File: src/rtl/enemy_jump_if.sv
// Bundle between jump-decision logic, platform lookup and the enemy jump controller.
// The controller attaches as slave; the driving side (or a bench) attaches as master.
interface enemy_jump_if #(
    parameter int Y_W = 10
);
    logic           frame_tick;
    logic           jump_req;
    logic [Y_W-1:0] ground_y;
    logic           spawn;
    logic [Y_W-1:0] spawn_y;
    logic [Y_W-1:0] enemy_y;
    logic           airborne;
    logic           jump_start;
    logic           land;

    modport master (
        output frame_tick, jump_req, ground_y, spawn, spawn_y,
        input  enemy_y, airborne, jump_start, land
    );

    modport slave (
        input  frame_tick, jump_req, ground_y, spawn, spawn_y,
        output enemy_y, airborne, jump_start, land
    );
endinterface

File: src/rtl/enemy_jump_ctrl.sv
// Enemy vertical motion: frame-rate ballistic jump arc (rise, apex, fall) landing on
// the floor height supplied each frame. Screen y grows downward.
module enemy_jump_ctrl #(
    parameter int Y_W      = 10,
    parameter int JUMP_V0  = 8,
    parameter int GRAVITY  = 1,
    parameter int MAX_FALL = 8,
    parameter int COOLDOWN = 4
) (
    input  logic         Clk,
    input  logic         Reset_n,
    enemy_jump_if.slave  bus
);
    localparam int VMAX  = (JUMP_V0 > MAX_FALL) ? JUMP_V0 : MAX_FALL;
    localparam int VEL_W = $clog2(VMAX + 1) + 1;
    localparam int CD_W  = $clog2(COOLDOWN + 2);

    localparam logic [VEL_W:0]   GRAV_X  = (VEL_W + 1)'(GRAVITY);
    localparam logic [VEL_W:0]   MAXF_X  = (VEL_W + 1)'(MAX_FALL);
    localparam logic [VEL_W-1:0] GRAV_V  = VEL_W'(GRAVITY);
    localparam logic [VEL_W-1:0] MAXF_V  = VEL_W'(MAX_FALL);
    localparam logic [VEL_W-1:0] V0_V    = VEL_W'(JUMP_V0);
    localparam logic [CD_W-1:0]  CD_INIT = CD_W'(COOLDOWN);
    localparam logic [CD_W-1:0]  CD_ONE  = CD_W'(1);

    typedef enum logic [1:0] {GROUNDED, RISING, FALLING} state_t;

    state_t          r_state, w_state_nx;
    logic [Y_W-1:0]  r_y, w_y_nx;
    logic [VEL_W-1:0] r_vel, w_vel_nx;
    logic [CD_W-1:0] r_cd, w_cd_nx;
    logic            r_js, w_js_nx;
    logic            r_land, w_land_nx;

    logic [VEL_W:0]   w_vsum;
    logic [VEL_W-1:0] w_vfall;
    logic [VEL_W-1:0] w_vrise;
    logic [Y_W:0]     w_ysum;
    logic [Y_W-1:0]   w_vel_y;

    // Fall speed saturates at terminal velocity; the landing sum is one bit wider so it never wraps.
    assign w_vsum  = {1'b0, r_vel} + GRAV_X;
    assign w_vfall = (w_vsum > MAXF_X) ? MAXF_V : w_vsum[VEL_W-1:0];
    assign w_ysum  = {1'b0, r_y} + {{(Y_W + 1 - VEL_W){1'b0}}, w_vfall};
    assign w_vel_y = {{(Y_W - VEL_W){1'b0}}, r_vel};
    assign w_vrise = (r_vel > GRAV_V) ? (r_vel - GRAV_V) : '0;

    always_comb begin
        w_state_nx = r_state;
        w_y_nx     = r_y;
        w_vel_nx   = r_vel;
        w_cd_nx    = r_cd;
        w_js_nx    = 1'b0;
        w_land_nx  = 1'b0;
        if (bus.spawn) begin
            w_state_nx = GROUNDED;
            w_y_nx     = bus.spawn_y;
            w_vel_nx   = '0;
            w_cd_nx    = '0;
        end else if (bus.frame_tick) begin
            unique case (r_state)
                GROUNDED: begin
                    if (bus.ground_y > r_y) begin
                        w_state_nx = FALLING;
                        w_vel_nx   = '0;
                    end else if (bus.jump_req && (r_cd == '0)) begin
                        w_state_nx = RISING;
                        w_vel_nx   = V0_V;
                        w_js_nx    = 1'b1;
                    end else begin
                        w_y_nx = bus.ground_y;
                        if (r_cd != '0) w_cd_nx = r_cd - CD_ONE;
                    end
                end
                RISING: begin
                    // Not enough headroom for this frame's rise: pin to the top of screen.
                    if (r_y < w_vel_y) begin
                        w_y_nx     = '0;
                        w_vel_nx   = '0;
                        w_state_nx = FALLING;
                    end else begin
                        w_y_nx   = r_y - w_vel_y;
                        w_vel_nx = w_vrise;
                        if (w_vrise == '0) w_state_nx = FALLING;
                    end
                end
                FALLING: begin
                    if (w_ysum >= {1'b0, bus.ground_y}) begin
                        w_y_nx     = bus.ground_y;
                        w_vel_nx   = '0;
                        w_state_nx = GROUNDED;
                        w_land_nx  = 1'b1;
                        w_cd_nx    = CD_INIT;
                    end else begin
                        w_y_nx   = w_ysum[Y_W-1:0];
                        w_vel_nx = w_vfall;
                    end
                end
                default: w_state_nx = GROUNDED;
            endcase
        end
    end

    always_ff @(posedge Clk or negedge Reset_n) begin
        if (!Reset_n) begin
            r_state <= GROUNDED;
            r_y     <= '0;
            r_vel   <= '0;
            r_cd    <= '0;
            r_js    <= 1'b0;
            r_land  <= 1'b0;
        end else begin
            r_state <= w_state_nx;
            r_y     <= w_y_nx;
            r_vel   <= w_vel_nx;
            r_cd    <= w_cd_nx;
            r_js    <= w_js_nx;
            r_land  <= w_land_nx;
        end
    end

    assign bus.enemy_y    = r_y;
    assign bus.airborne   = (r_state != GROUNDED);
    assign bus.jump_start = r_js;
    assign bus.land       = r_land;
endmodule

File: src/flat_wrapper.sv
// flat-port wrapper written by rule: the top's interface ports become plain ports
module enemy_jump_ctrl_flat 
#(
    parameter int Y_W      = 10,
    parameter int JUMP_V0  = 8,
    parameter int GRAVITY  = 1,
    parameter int MAX_FALL = 8,
    parameter int COOLDOWN = 4
)
  (Clk, Reset_n, bus_frame_tick, bus_jump_req, bus_ground_y, bus_spawn, bus_spawn_y, bus_enemy_y, bus_airborne, bus_jump_start, bus_land);
  enemy_jump_if #(.Y_W(Y_W)) bus_i ();
  input  logic Clk;
  input  logic Reset_n;
  input wire logic [$bits(bus_i.frame_tick)-1:0] bus_frame_tick;
  input wire logic [$bits(bus_i.jump_req)-1:0] bus_jump_req;
  input wire logic [$bits(bus_i.ground_y)-1:0] bus_ground_y;
  input wire logic [$bits(bus_i.spawn)-1:0] bus_spawn;
  input wire logic [$bits(bus_i.spawn_y)-1:0] bus_spawn_y;
  output wire logic [$bits(bus_i.enemy_y)-1:0] bus_enemy_y;
  output wire logic [$bits(bus_i.airborne)-1:0] bus_airborne;
  output wire logic [$bits(bus_i.jump_start)-1:0] bus_jump_start;
  output wire logic [$bits(bus_i.land)-1:0] bus_land;
  assign bus_i.frame_tick = bus_frame_tick;
  assign bus_i.jump_req = bus_jump_req;
  assign bus_i.ground_y = bus_ground_y;
  assign bus_i.spawn = bus_spawn;
  assign bus_i.spawn_y = bus_spawn_y;
  assign bus_enemy_y = bus_i.enemy_y;
  assign bus_airborne = bus_i.airborne;
  assign bus_jump_start = bus_i.jump_start;
  assign bus_land = bus_i.land;
  enemy_jump_ctrl #(.Y_W(Y_W), .JUMP_V0(JUMP_V0), .GRAVITY(GRAVITY), .MAX_FALL(MAX_FALL), .COOLDOWN(COOLDOWN)) u_core (.Clk(Clk), .Reset_n(Reset_n), .bus(bus_i));
endmodule
File: config.mk
export PLATFORM = sky130hd
export DESIGN_NAME = enemy_jump_ctrl_flat
export DESIGN_NICKNAME = d
export VERILOG_FILES = /design/src/rtl/enemy_jump_if.sv /design/src/rtl/enemy_jump_ctrl.sv /design/src/flat_wrapper.sv
export SDC_FILE = /design/constraint.sdc
export NUM_CORES = 1
export LEC_CHECK = 0
export CAP_MARGIN = 20
export CORE_AREA = 4 4 78 80
export CTS_BUF_LIST = sky130_fd_sc_hd__clkbuf_8
export CTS_CLUSTER_DIAMETER = 150
export DETAILED_ROUTE_END_ITERATION = 8
export DIE_AREA = 0 0 82 84
export GPL_TIMING_DRIVEN = 0
export PLACE_DENSITY = 0.8
export SLEW_MARGIN = 30
export SYNTH_ARGS = -nofsm -noshare
export SYNTH_HDL_FRONTEND = slang
export SYNTH_SLANG_ARGS = --single-unit
export TNS_END_PERCENT = 50
File: constraint.sdc
create_clock -name Clk -period 6.9 [get_ports Clk]
set_clock_uncertainty 0.15 [all_clocks]
set_input_delay 1.725 -clock Clk [delete_from_list [all_inputs] [get_ports Clk]]
set_output_delay 1.725 -clock Clk [all_outputs]
set_load 0.01 [all_outputs]
==> impl_results.rst, run 1 <==
.. list-table::
   :header-rows: 1

   * - Metric
     - Value
   * - Weighted congestion at the end of routability-driven global placement
     - 0.943
   * - Die footprint
     - 6890 µm²
   * - Detailed Routing Iterations Pass 1
     - 5
   * - Number of endpoints with negative hold slack in the final report
     - 0
   * - Number of buffers inserted for hold repair after clock tree synthesis
     - 0
   * - Clock tree root driver cell
     - clkbuf_8
   * - Crit-path max cell delay
     - between 0.7 and 0.8 ns
   * - Power density over the cells
     - approximately 460 nW/µm²
   * - GRT overflow
     - 0
   * - Largest fanout on the critical path
     - 12
   * - First-iteration detailed-routing DRC count
     - 298
   * - Detail-routed net length per standard cell
     - between 15 and 20 µm
   * - Largest net degree at the start of global routing
     - 23
   * - Worst Reg-to-Reg Cells
     - 20
   * - Worst endpoint required time
     - 6.93 ns
   * - Final Power
     - between 1.5 and 2 mW
   * - Switching share of power
     - 0.527
   * - Effective utilization at floorplan
     - 0.557
   * - Outcome
     - complete, no violations
   * - Pleak
     - roughly 1.5 nW
   * - Slew HR
     - 0.379
   * - Worst-case vdd ir drop
     - 0.284 mV
   * - Worst hold path type
     - register to register
   * - Fraction of final layout cells sized beyond drive strength 1
     - 0.0678
   * - Min-delay src
     - u_core.r_cd[0]$_DFFE_PN0P_
   * - Critical Path End Type
     - register
   * - Share of power burned in combinational logic
     - 0.778
   * - Reg-to-reg critical path endpoint
     - u_core.bus.enemy_y[7]$_DFFE_PN0P_
   * - Share of async-settable or async-resettable flops after synthesis
     - 1.00
   * - Warnings, synthesis
     - 0
   * - Mean number of vias per cell
     - between 6 and 7
   * - Clock Latency Late Sink
     - 0.28 ns
   * - Final setup slack of the worst path
     - between 0.7 and 0.8 ns
   * - Wire length after detailed routing
     - ~9.1 mm
   * - Sequential fraction of the synthesis area
     - 0.183
   * - Predominant post-synthesis flop cell
     - dfrtp_1
   * - Floorplan die height
     - roughly 84 µm
   * - Total negative slack
     - 0 ns
   * - Number of vias in the routed layout
     - roughly 3,200
   * - Endpoint with the worst hold slack
     - u_core.r_cd[0]$_DFFE_PN0P_
   * - HPWL reported at the end of detailed placement
     - a little over 7 mm
   * - Clock slew seen by the registers of the worst setup and hold paths
     - 0.10 ns
   * - Class of the most critical setup path
     - register to register
   * - Number of buffer cells added on primary ports
     - 37
   * - CTS H-tree lvls
     - 1
   * - Tightest Pin Transition
     - about 0.92 ns
   * - Sequential fraction of design power
     - 0.142
   * - Number of nets in the layout
     - just under 500
   * - Highest Clock Rate
     - between 0.15 and 0.2 GHz
   * - Initial antenna violation count
     - 0
   * - Post-synthesis instance total
     - ~390
   * - Setup slack of the most critical reg-to-reg path
     - roughly 0.73 ns
   * - Average cell area after synthesis
     - between 7 and 8 µm²
   * - Critical Path, Cell by Cell
     - ha_1 -> buf_4 -> mux2i_1 -> a21oi_1 -> o21ai_0 -> and2_1 -> ha_1 -> fa_1 -> nand3b_1 -> or4_4 -> a41oi_2 -> o21ai_0 -> xnor2_1 -> ha_1 -> a211oi_1 -> nand2_1 -> o31ai_1 -> a21oi_1 -> a221o_1 -> a22o_1
   * - Filler Cell Count
     - 498
   * - Global-route usage over all layers
     - 0.280
   * - Row count
     - 27
   * - Antenna diode instance count
     - 0
   * - Number of remaining DRC errors
     - 0
   * - Post-CTS Setup Repair Bufs
     - 0
   * - Post-synth EDFFs
     - 0
   * - Post-synthesis cell type count
     - a little under 70
   * - Final number of max-transition violations
     - 0
   * - DP Worst Slack
     - ~0.9 ns
   * - Clock sink count
     - 22
   * - Number of primary I/O pins
     - 38
   * - Number of setup violations in the final report
     - 0
   * - Maximum clock path buffer count
     - 2
   * - Number of max-cap violations
     - 0
   * - Worst EP arrival
     - between 6 and 7 ns
   * - Routed Antenna Nets
     - 0
   * - Die Span X
     - 82 µm
   * - Unrepaired setup endpoints after global routing
     - false
   * - CTS tree
     - built
   * - Clk pwr share
     - 0.080
   * - Worst reg2reg path startpoint
     - u_core.r_vel[0]$_DFFE_PN0P_
   * - Wire length of the first global-routing pass
     - approximately 15 mm
   * - Net Sw Power
     - ~860 µW
   * - Element type at the critical path start
     - register
   * - Area overhead of the layout relative to synthesis
     - 17.7%
   * - Internal power summed over all cells
     - around 770 µW
   * - Yosys reg bits
     - 22
   * - Final cycle utilization of the critical path
     - 0.895
   * - Cell type of the slowest stage on the worst timing path
     - o31ai_1
   * - Critical Path Most Common Cell
     - ha_1
   * - Number of global-route vias before repair
     - 3,047
   * - Gates resized, CTS repair
     - 0
   * - Netlist area before placement
     - 3010 µm²
   * - Syn nets
     - between 400 and 500
   * - Number of buffers created by CTS
     - 3
   * - Crit path time final
     - slightly above 6 ns
   * - Hold Path Stages
     - 1
   * - Core area
     - about 5400 µm²
[per-layer routing]
| layer | routed length [µm] | share of wire | global-route usage | vias up |
|---|---|---|---|---|
| li1 | - | - | - | 1516 |
| met1 | 4010 | 0.44 | 0.395 | 1501 |
| met2 | 4180 | 0.46 | 0.422 | 120 |
| met3 | 620 | 0.068 | 0.0551 | 23 |
| met4 | 261 | 0.029 | 0.0891 | 0 |
| met5 | 0 | 0 | 0 | - |
[state kept, by name (all words and copies together), names as in the netlist]
name,count
u_core.bus.land,1
u_core.bus.enemy_y,10
u_core.r_vel,5
u_core.r_cd,3
u_core.bus.jump_start,1
u_core.r_state,2
[cells by family (layout without fill, tap and decap cells)]
group | count (synthesis) | count (layout) | share of synthesized area
DFF | 22 | 22 | 0.183
adders and majority gates | 41 | 41 | 0.175
muxes | 3 | 3 | 0.00997
and+or+nand+nor | 137 | 137 | 0.230
buffers and inverters | 52 | 93 | 0.0831
AOI/OAI and AO/OA | 119 | 119 | 0.284
other | 1 | 1 | 0.00124
xor gates and xnor gates | 12 | 12 | 0.0349
[layout make-up]
cell class | instances | area (µm²) | area share
timing repair buffer | 37 | 365 | 0.103
multi-input combinational | 313 | 2220 | 0.626
tap | 72 | 90.1 | 0.0254
inverter | 36 | 135 | 0.0381
sequential | 22 | 551 | 0.155
clock inverter | 1 | 30.0 | 0.00847
clock buffer | 3 | 41.3 | 0.0116
buffer | 16 | 115 | 0.0325
[per-stage QoR]
step / hold slack [ns] / instances / util / instance area (µm²)
after global routing: 0.348 / 500 / 0.656 / 3550
after floorplan: 0.282 / 387 / - / 3010
after detailed placement: 0.315 / 496 / 0.643 / 3470
after global placement: 0.298 / 496 / 0.643 / 3470
after CTS: 0.329 / 500 / 0.656 / 3550
final: 0.320 / 500 / 0.656 / 3550
[cells in the final DEF (no fill, tap or decap), drive strengths merged, types with 3 or more instances in the layout]
cell type,n
a211oi,8
nand3,13
nor3,17
o31a,3
clkbuf,11
nand2b,7
clkdlybuf4s50,37
nand3b,4
inv,34
or4,4
o21a,3
nor4,3
nand2,32
or3,5
nor2b,4
o211ai,5
nand4,3
o41ai,3
a311o,3
o21ai,22
nor3b,3
xnor2,10
dfrtp,22
a311oi,7
o31ai,6
nor2,35
ha,38
a221o,3
a31oi,4
a21oi,21
o22ai,5
a21o,8
a22o,3
buf,7
mux2i,3
and3,3
[Yosys cell counts, types with 3 or more instances]
cell type | instances | share of area
nand2b_1 | 7 | 0.015
a21o_1 | 6 | 0.015
a21oi_1 | 21 | 0.035
o31ai_1 | 6 | 0.015
a221o_1 | 3 | 0.010
nand3_1 | 13 | 0.022
o21ai_0 | 21 | 0.035
mux2i_1 | 3 | 0.010
o211ai_1 | 5 | 0.012
clkbuf_1 | 7 | 0.0087
or3_1 | 4 | 0.0083
and3_1 | 3 | 0.0062
a22o_1 | 3 | 0.0087
nand3b_1 | 4 | 0.010
inv_1 | 34 | 0.042
a31oi_1 | 4 | 0.0083
a211oi_1 | 8 | 0.020
or4_1 | 3 | 0.0075
ha_1 | 38 | 0.16
nor3b_1 | 3 | 0.0075
nor2b_1 | 4 | 0.0083
nor2_1 | 35 | 0.044
nand2_1 | 32 | 0.040
a311o_1 | 3 | 0.010
nor3_1 | 16 | 0.027
buf_6 | 3 | 0.011
a311oi_1 | 7 | 0.020
o22ai_1 | 5 | 0.010
xnor2_1 | 10 | 0.029
dfrtp_1 | 22 | 0.18
nand4_1 | 3 | 0.0062
[how the worst max path moves through the flow]
| stage | startpoint | end | slack [ns] | cells past startpoint |
|---|---|---|---|---|
| final | u_core.r_vel[0]$_DFFE_PN0P_ | u_core.bus.enemy_y[7]$_DFFE_PN0P_ | 0.73 | 20 |
| after CTS | u_core.r_vel[0]$_DFFE_PN0P_ | u_core.bus.enemy_y[7]$_DFFE_PN0P_ | 0.81 | 19 |
| after floorplan | u_core.r_vel[0]$_DFFE_PN0P_ | u_core.bus.enemy_y[7]$_DFFE_PN0P_ | 1.84 | 19 |
| after global placement | u_core.r_vel[0]$_DFFE_PN0P_ | u_core.bus.enemy_y[7]$_DFFE_PN0P_ | 0.90 | 19 |
| after detailed placement | u_core.r_vel[0]$_DFFE_PN0P_ | u_core.bus.enemy_y[7]$_DFFE_PN0P_ | 0.88 | 19 |
| after global routing | u_core.r_vel[0]$_DFFE_PN0P_ | u_core.bus.enemy_y[7]$_DFFE_PN0P_ | 0.29 | 20 |
[power by group through the flow]
stage,clock network [mW],logic [mW],registers [mW]
floorplan,0,0.867,0.237
detailed placement,0,1.22,0.234
CTS,0.131,1.24,0.230
finish,0.130,1.27,0.231
global placement,0,1.20,0.231
global route,0.135,1.41,0.242
[worst max-delay path: cells and delay by family (launching register included)]
family	cells	cell delay [ns]
AOI/OAI and AO/OA	9	2.82
and+or+nand+nor	4	0.83
buffers and inverters	1	0.15
adders and majority gates	4	1.00
xor gates and xnor gates	1	0.31
muxes	1	0.19
DFF	1	0.60
Power figures use the tool's default switching activity.
==> run 2, diff against run 1 <==
--- a/config.mk
+++ b/config.mk
@@ -9,6 +9,7 @@
 export CORE_AREA = 4 4 78 80
 export CTS_BUF_LIST = sky130_fd_sc_hd__clkbuf_8
 export CTS_CLUSTER_DIAMETER = 150
+export CTS_CLUSTER_SIZE = 24
 export DETAILED_ROUTE_END_ITERATION = 8
 export DIE_AREA = 0 0 82 84
 export GPL_TIMING_DRIVEN = 0
==> results of run 2 <==
Final layout, timing and power as in run 1 (identical DEF).
